==> config.mk <==
export PLATFORM = sky130hd
export DESIGN_NAME = ps2_lane_input_flat
export DESIGN_NICKNAME = d
export VERILOG_FILES = /design/src/rtl/ps2_lane_input_if.sv /design/src/rtl/ps2_lane_input.sv /design/src/flat_wrapper.sv
export SDC_FILE = /design/constraint.sdc
export NUM_CORES = 1
export LEC_CHECK = 0
export CAP_MARGIN = 10
export CELL_PAD_IN_SITES_DETAIL_PLACEMENT = 1
export CELL_PAD_IN_SITES_GLOBAL_PLACEMENT = 1
export CORE_MARGIN = 3
export CORE_UTILIZATION = 37
export CTS_CLUSTER_DIAMETER = 120
export DETAILED_ROUTE_END_ITERATION = 10
export DONT_BUFFER_PORTS = 1
export PLACE_DENSITY = 0.58
export SYNTH_ARGS = -nofsm -noshare
export SYNTH_HDL_FRONTEND = slang
export SYNTH_SLANG_ARGS = --single-unit
==> constraint.sdc <==
create_clock -name Clock -period 5.4 [get_ports Clock]
set_input_delay 0.81 -clock Clock [delete_from_list [all_inputs] [get_ports Clock]]
set_output_delay 0.81 -clock Clock [all_outputs]
set_load 0.01 [all_outputs]
==> src/rtl/ps2_lane_input_if.sv <==
// Bundle of the scancode byte stream, raw pushbuttons and lane-request
// outputs exchanged between the input front-end and its surroundings.
interface ps2_lane_input_if;
    logic [7:0] ps2_byte;
    logic       ps2_byte_valid;
    logic       key_left_n;
    logic       key_right_n;
    logic       move_left;
    logic       move_right;
    logic [3:0] held_keys;

    // Source side: drives bytes and buttons, observes the lane requests.
    modport master (
        output ps2_byte,
        output ps2_byte_valid,
        output key_left_n,
        output key_right_n,
        input  move_left,
        input  move_right,
        input  held_keys
    );

    // Front-end side: consumes bytes and buttons, produces lane requests.
    modport slave (
        input  ps2_byte,
        input  ps2_byte_valid,
        input  key_left_n,
        input  key_right_n,
        output move_left,
        output move_right,
        output held_keys
    );
endinterface

==> src/rtl/ps2_lane_input.sv <==
// PS/2 set-2 scancode decoder plus debounced pushbuttons, merged into
// mutually exclusive move_left / move_right level requests for the
// player lane-control block.
module ps2_lane_input #(
    parameter int DEBOUNCE_CYCLES = 500000,
    parameter int DEBOUNCE_BITS   = 19,
    parameter int PREFIX_TIMEOUT  = 1000000,
    parameter int TIMEOUT_BITS    = 20
) (
    input  logic            Clock,
    input  logic            Resetn,
    ps2_lane_input_if.slave lane
);

    localparam logic [7:0] SC_EXT   = 8'hE0;
    localparam logic [7:0] SC_BRK   = 8'hF0;
    localparam logic [7:0] SC_LEFT  = 8'h6B;
    localparam logic [7:0] SC_RIGHT = 8'h74;
    localparam logic [7:0] SC_A     = 8'h1C;
    localparam logic [7:0] SC_D     = 8'h23;

    // Flag positions inside r_flags, matching the held_keys debug layout.
    localparam int F_LARROW = 0;
    localparam int F_RARROW = 1;
    localparam int F_A      = 2;
    localparam int F_D      = 3;

    localparam logic [DEBOUNCE_BITS-1:0] DB_LAST = DEBOUNCE_BITS'(DEBOUNCE_CYCLES - 1);
    localparam logic [TIMEOUT_BITS-1:0]  TO_LAST = TIMEOUT_BITS'(PREFIX_TIMEOUT - 1);

    typedef enum logic [1:0] {
        IDLE     = 2'd0,
        GOT_E0   = 2'd1,
        GOT_F0   = 2'd2,
        GOT_E0F0 = 2'd3
    } state_t;

    // Scancode decoder state
    state_t                  r_state;
    state_t                  w_state_nxt;
    logic [3:0]              r_flags;
    logic [3:0]              w_flags_nxt;
    logic [TIMEOUT_BITS-1:0] r_to_cnt;
    logic [TIMEOUT_BITS-1:0] w_to_cnt_nxt;

    // Pushbutton path; index 0 = left, 1 = right
    logic [1:0]               r_sync1;
    logic [1:0]               r_sync2;
    logic [1:0]               w_btn_pressed;
    logic [1:0]               r_btn_db;
    logic [DEBOUNCE_BITS-1:0] r_db_cnt [2];

    // Output stage
    logic       w_req_left;
    logic       w_req_right;
    logic       r_move_left;
    logic       r_move_right;
    logic [3:0] r_held_keys;

    // Decoder state register: state, held-key flags and prefix timeout counter.
    always_ff @(posedge Clock) begin
        if (!Resetn) begin
            r_state  <= IDLE;
            r_flags  <= '0;
            r_to_cnt <= '0;
        end else begin
            r_state  <= w_state_nxt;
            r_flags  <= w_flags_nxt;
            r_to_cnt <= w_to_cnt_nxt;
        end
    end

    // Decoder next state: consume one byte per strobe, otherwise age any pending prefix.
    always_comb begin
        w_state_nxt  = r_state;
        w_flags_nxt  = r_flags;
        w_to_cnt_nxt = r_to_cnt;

        if (lane.ps2_byte_valid) begin
            w_to_cnt_nxt = '0;
            case (r_state)
                IDLE: begin
                    case (lane.ps2_byte)
                        SC_EXT:  w_state_nxt = GOT_E0;
                        SC_BRK:  w_state_nxt = GOT_F0;
                        SC_A:    w_flags_nxt[F_A] = 1'b1;
                        SC_D:    w_flags_nxt[F_D] = 1'b1;
                        default: w_state_nxt = IDLE;
                    endcase
                end
                GOT_E0: begin
                    case (lane.ps2_byte)
                        SC_BRK:  w_state_nxt = GOT_E0F0;
                        SC_EXT:  w_state_nxt = GOT_E0;
                        SC_LEFT: begin
                            w_flags_nxt[F_LARROW] = 1'b1;
                            w_state_nxt           = IDLE;
                        end
                        SC_RIGHT: begin
                            w_flags_nxt[F_RARROW] = 1'b1;
                            w_state_nxt           = IDLE;
                        end
                        default: w_state_nxt = IDLE;
                    endcase
                end
                GOT_F0: begin
                    case (lane.ps2_byte)
                        SC_A: begin
                            w_flags_nxt[F_A] = 1'b0;
                            w_state_nxt      = IDLE;
                        end
                        SC_D: begin
                            w_flags_nxt[F_D] = 1'b0;
                            w_state_nxt      = IDLE;
                        end
                        SC_EXT:  w_state_nxt = GOT_E0;
                        SC_BRK:  w_state_nxt = GOT_F0;
                        default: w_state_nxt = IDLE;
                    endcase
                end
                GOT_E0F0: begin
                    case (lane.ps2_byte)
                        SC_LEFT: begin
                            w_flags_nxt[F_LARROW] = 1'b0;
                            w_state_nxt           = IDLE;
                        end
                        SC_RIGHT: begin
                            w_flags_nxt[F_RARROW] = 1'b0;
                            w_state_nxt           = IDLE;
                        end
                        SC_EXT:  w_state_nxt = GOT_E0;
                        default: w_state_nxt = IDLE;
                    endcase
                end
                default: w_state_nxt = IDLE;
            endcase
        end else if (r_state != IDLE) begin
            // A prefix with no follow-up byte is stale; drop it so a lost
            // byte cannot reinterpret the next keystroke.
            if (r_to_cnt == TO_LAST) begin
                w_state_nxt  = IDLE;
                w_to_cnt_nxt = '0;
            end else begin
                w_to_cnt_nxt = r_to_cnt + 1'b1;
            end
        end else begin
            w_to_cnt_nxt = '0;
        end
    end

    // Two-flop synchronizer for the asynchronous pushbuttons; resets to released (high).
    always_ff @(posedge Clock) begin
        if (!Resetn) begin
            r_sync1 <= 2'b11;
            r_sync2 <= 2'b11;
        end else begin
            r_sync1 <= {lane.key_right_n, lane.key_left_n};
            r_sync2 <= r_sync1;
        end
    end

    assign w_btn_pressed = ~r_sync2;

    // Debounce: the pressed state only follows a level that stays different for DEBOUNCE_CYCLES cycles.
    always_ff @(posedge Clock) begin
        for (int i = 0; i < 2; i++) begin
            if (!Resetn) begin
                r_btn_db[i] <= 1'b0;
                r_db_cnt[i] <= '0;
            end else if (w_btn_pressed[i] == r_btn_db[i]) begin
                r_db_cnt[i] <= '0;
            end else if (r_db_cnt[i] == DB_LAST) begin
                r_btn_db[i] <= w_btn_pressed[i];
                r_db_cnt[i] <= '0;
            end else begin
                r_db_cnt[i] <= r_db_cnt[i] + 1'b1;
            end
        end
    end

    assign w_req_left  = r_flags[F_LARROW] | r_flags[F_A] | r_btn_db[0];
    assign w_req_right = r_flags[F_RARROW] | r_flags[F_D] | r_btn_db[1];

    // Output register: opposing requests cancel so the player never sees both directions.
    always_ff @(posedge Clock) begin
        if (!Resetn) begin
            r_move_left  <= 1'b0;
            r_move_right <= 1'b0;
            r_held_keys  <= '0;
        end else begin
            r_move_left  <= w_req_left & ~w_req_right;
            r_move_right <= w_req_right & ~w_req_left;
            r_held_keys  <= r_flags;
        end
    end

    assign lane.move_left  = r_move_left;
    assign lane.move_right = r_move_right;
    assign lane.held_keys  = r_held_keys;

endmodule

==> src/flat_wrapper.sv <==
// flat-port wrapper written by rule: the top's interface ports become plain ports
module ps2_lane_input_flat 
#(
    parameter int DEBOUNCE_CYCLES = 500000,
    parameter int DEBOUNCE_BITS   = 19,
    parameter int PREFIX_TIMEOUT  = 1000000,
    parameter int TIMEOUT_BITS    = 20
)
  (Clock, Resetn, lane_ps2_byte, lane_ps2_byte_valid, lane_key_left_n, lane_key_right_n, lane_move_left, lane_move_right, lane_held_keys);
  ps2_lane_input_if lane_i ();
  input  logic Clock;
  input  logic Resetn;
  input wire logic [$bits(lane_i.ps2_byte)-1:0] lane_ps2_byte;
  input wire logic [$bits(lane_i.ps2_byte_valid)-1:0] lane_ps2_byte_valid;
  input wire logic [$bits(lane_i.key_left_n)-1:0] lane_key_left_n;
  input wire logic [$bits(lane_i.key_right_n)-1:0] lane_key_right_n;
  output wire logic [$bits(lane_i.move_left)-1:0] lane_move_left;
  output wire logic [$bits(lane_i.move_right)-1:0] lane_move_right;
  output wire logic [$bits(lane_i.held_keys)-1:0] lane_held_keys;
  assign lane_i.ps2_byte = lane_ps2_byte;
  assign lane_i.ps2_byte_valid = lane_ps2_byte_valid;
  assign lane_i.key_left_n = lane_key_left_n;
  assign lane_i.key_right_n = lane_key_right_n;
  assign lane_move_left = lane_i.move_left;
  assign lane_move_right = lane_i.move_right;
  assign lane_held_keys = lane_i.held_keys;
  ps2_lane_input #(.DEBOUNCE_CYCLES(DEBOUNCE_CYCLES), .DEBOUNCE_BITS(DEBOUNCE_BITS), .PREFIX_TIMEOUT(PREFIX_TIMEOUT), .TIMEOUT_BITS(TIMEOUT_BITS)) u_core (.Clock(Clock), .Resetn(Resetn), .lane(lane_i));
endmodule
==> flow_summary.json <==
{
  "cp.required_ps": 5480,
  "start_util_pct": 39.1,
  "slew_headroom_pct": 49.9,
  "finalHoldViolCount": 0,
  "die-area_mm2": 0.0112,
  "hold_buffers": 0,
  "synth.yosys.warnings": 0,
  "setup_viol": 0,
  "cts_max_path_buffers": 2,
  "postCtsSetupRepairBufs": 0,
  "cts_root_buf": "clkbuf_8",
  "globalplace.congestion": 0.730,
  "drive_gt1_share_pct": 5.71,
  "postRouteAntennaNets": 0,
  "syn_to_final_growth_pct": 13.0,
  "clk_latency_ps": 340,
  "viasPerCell": 5.12,
  "place_hpwl_mm": 5.82,
  "portBuffers": 0,
  "synth_top_area_share_pct": 30.8,
  "fin_skew_ps": 12.3,
  "syn_area_per_cell_um2": 9.87,
  "fmax_mhz": 465,
  "hold_class": "flop to flop",
  "grt_first_pass_wirelength_mm": 13.7,
  "antenna_found_initial": 1,
  "crit_type": "flop to flop",
  "cts_tree": "done",
  "leakagePower_nw": 1.35,
  "rsz0062_at_grt": "no",
  "fin_crit_ps": 2150,
  "post-route-period-util_pct": 39.8,
  "synth.largest_area_cell": "edfxtp_1",
  "coreArea_mm2": 0.00946,
  "powerDensity_mw_per_mm2": 270,
  "worst_pin_slew_ps": 751,
  "cp_slowest_stage_delay_ps": 640,
  "first_global_vias": 2784,
  "ys.flop_type": "edfxtp_1",
  "yosysUniqueCellTypes": 43,
  "clkTransAtPathRegs_ps": 90,
  "die_w_um": 106,
  "postRouteWirelength_mm": 7.86,
  "drt-pass1-iter-count": 4,
  "vias": 2814,
  "synth-seq-cells": 76,
  "cts.sinks": 76,
  "die_h_um": 106,
  "cap_violations": 0,
  "status": "finished clean",
  "fin_util_pct": 44.2,
  "timing.reg2reg.setup_slack_ps": 3250,
  "htreeDepth": 3,
  "seq_area_mm2": 0.00190,
  "finalMaxSlewViolations": 0,
  "critPathArrivalTime_ps": 2230,
  "dr.first_iter.drc_count": 92,
  "synth_area_leaders": "edfxtp_1, dfxtp_1, nor2_1",
  "start_kind": "flop",
  "cts-buffers-inserted": 9,
  "worstSetupEndpointType": "flop",
  "vdd_drop_max_mv": 0.106,
  "drc": 0,
  "ys_top_cells_by_count": "nor2_1, dfxtp_1, edfxtp_1, nand2_1",
  "rows": 35,
  "slowest_stage": "o21bai_2",
  "timing.hold.ws_ps": 403,
  "pin_count": 19,
  "synth_edf_count": 38,
  "layout.nets": 431,
  "cp_cell_sequence": "nand3_1 > or4b_1 > o21bai_2 > nor2_1",
  "syn_inst": 375,
  "grt_max_degree": 21,
  "overflow": 0,
  "synthArstFlopShare_pct": 0,
  "nFillCells": 1101,
  "crit_fanout": 17,
  "setup_total_negative_slack_ps": 0,
  "syn_area_mm2": 0.00370,
  "grt.total_usage_pct": 15.2,
  "synth_most_common_cell": "nor2_1",
  "wire_per_inst_um": 14.3,
  "multi_input_area_mm2": 0.00185,
  "cts-resized-gates": 0,
  "ys_seq_area_share_pct": 51.4
}
per-stage QoR:
stage / cell area, um^2 / total power [W] / std cells / setup WS (ps)
after floorplan: 3840 / 0.000668 / 412 / 3550
after global placement: 3970 / 0.000676 / 533 / 3220
after detailed placement: 3970 / 0.000676 / 533 / 3190
after CTS: 4180 / 0.00115 / 549 / 3180
after global routing: 4180 / 0.00118 / 549 / 3020
final: 4180 / 0.00113 / 550 / 3250
final cells by class:
cell class | instances | area share (%)
diodes | 1 | 0.0598
flip-flops and latches | 76 | 45.5
inverters | 14 | 1.26
well taps | 129 | 3.86
clock buffers | 10 | 3.05
repair buffers | 1 | 0.180
multi-input cells | 313 | 44.2
clock inverters | 6 | 1.92
power breakdown:
part,internal (W),switching [W]
sequential,0.000618,0.0000149
combinational,0.0000122,0.0000180
clock,0.000257,0.000208
cells in the final DEF, fill, tap and decap left out, drive strengths merged, types with 3 or more instances in the layout:
| master | n |
|---|---|
| or4 | 8 |
| and3 | 4 |
| and4 | 7 |
| nand4 | 14 |
| mux2i | 4 |
| a21oi | 21 |
| clkbuf | 10 |
| nand2b | 4 |
| conb | 38 |
| nor4bb | 4 |
| dfxtp | 38 |
| nor3 | 6 |
| o31ai | 6 |
| or3 | 15 |
| xor2 | 15 |
| xnor2 | 21 |
| nor4b | 5 |
| inv | 13 |
| nor2 | 50 |
| ha | 3 |
| nand2 | 24 |
| nor4 | 9 |
| edfxtp | 38 |
| and2 | 5 |
| clkinv | 4 |
| o21ai | 13 |
| nand3 | 21 |
final timing paths:
check,from,endpoint,depth (start not counted)
max,u_core.r_db_cnt[0][15],u_core.r_db_cnt[0][10],4
min,u_core.r_sync1[0],u_core.r_sync2[0],1
max reg2reg,u_core.r_db_cnt[0][15],u_core.r_db_cnt[0][10],4
min reg2reg,u_core.r_sync1[0],u_core.r_sync2[0],1
routing by layer:
metal | up-vias | track usage, % | part of all wire (%)
met5 | - | 0 | 0
met4 | 0 | 4.53 | 1.2
met2 | 38 | 22.4 | 42
li1 | 1415 | - | -
met3 | 8 | 4.19 | 3.7
met1 | 1353 | 21.8 | 53
sequential cells by signal, indices dropped and copies added, names as in the netlist, 2 cells and up:
name                   flops
u_core.lane.held_keys      4
u_core.r_btn_db            2
u_core.r_db_cnt           38
u_core.r_flags             4
u_core.r_state             2
u_core.r_sync1             2
u_core.r_sync2             2
u_core.r_to_cnt           20
worst max-delay path, delay by kind of cell, from the launching register on:
kind               cells  cell delay [ps]
and+or+nand+nor        3              840
DFF                    1              400
AOI/OAI and AO/OA      1              640
kinds of logic (layout without fill, tap and decap cells):
group	count (synthesis)	count (layout)	share of synthesized area (%)
AOI/OAI and AO/OA	48	48	7.74
xor gates and xnor gates	36	36	8.52
adders and majority gates	3	3	1.01
buffers and inverters	23	31	2.43
DFF	76	76	51.4
muxes	4	4	1.08
other	1	39	0.101
and+or+nand+nor	184	184	27.7
Note: power is estimated with default switching activity, not from simulation.
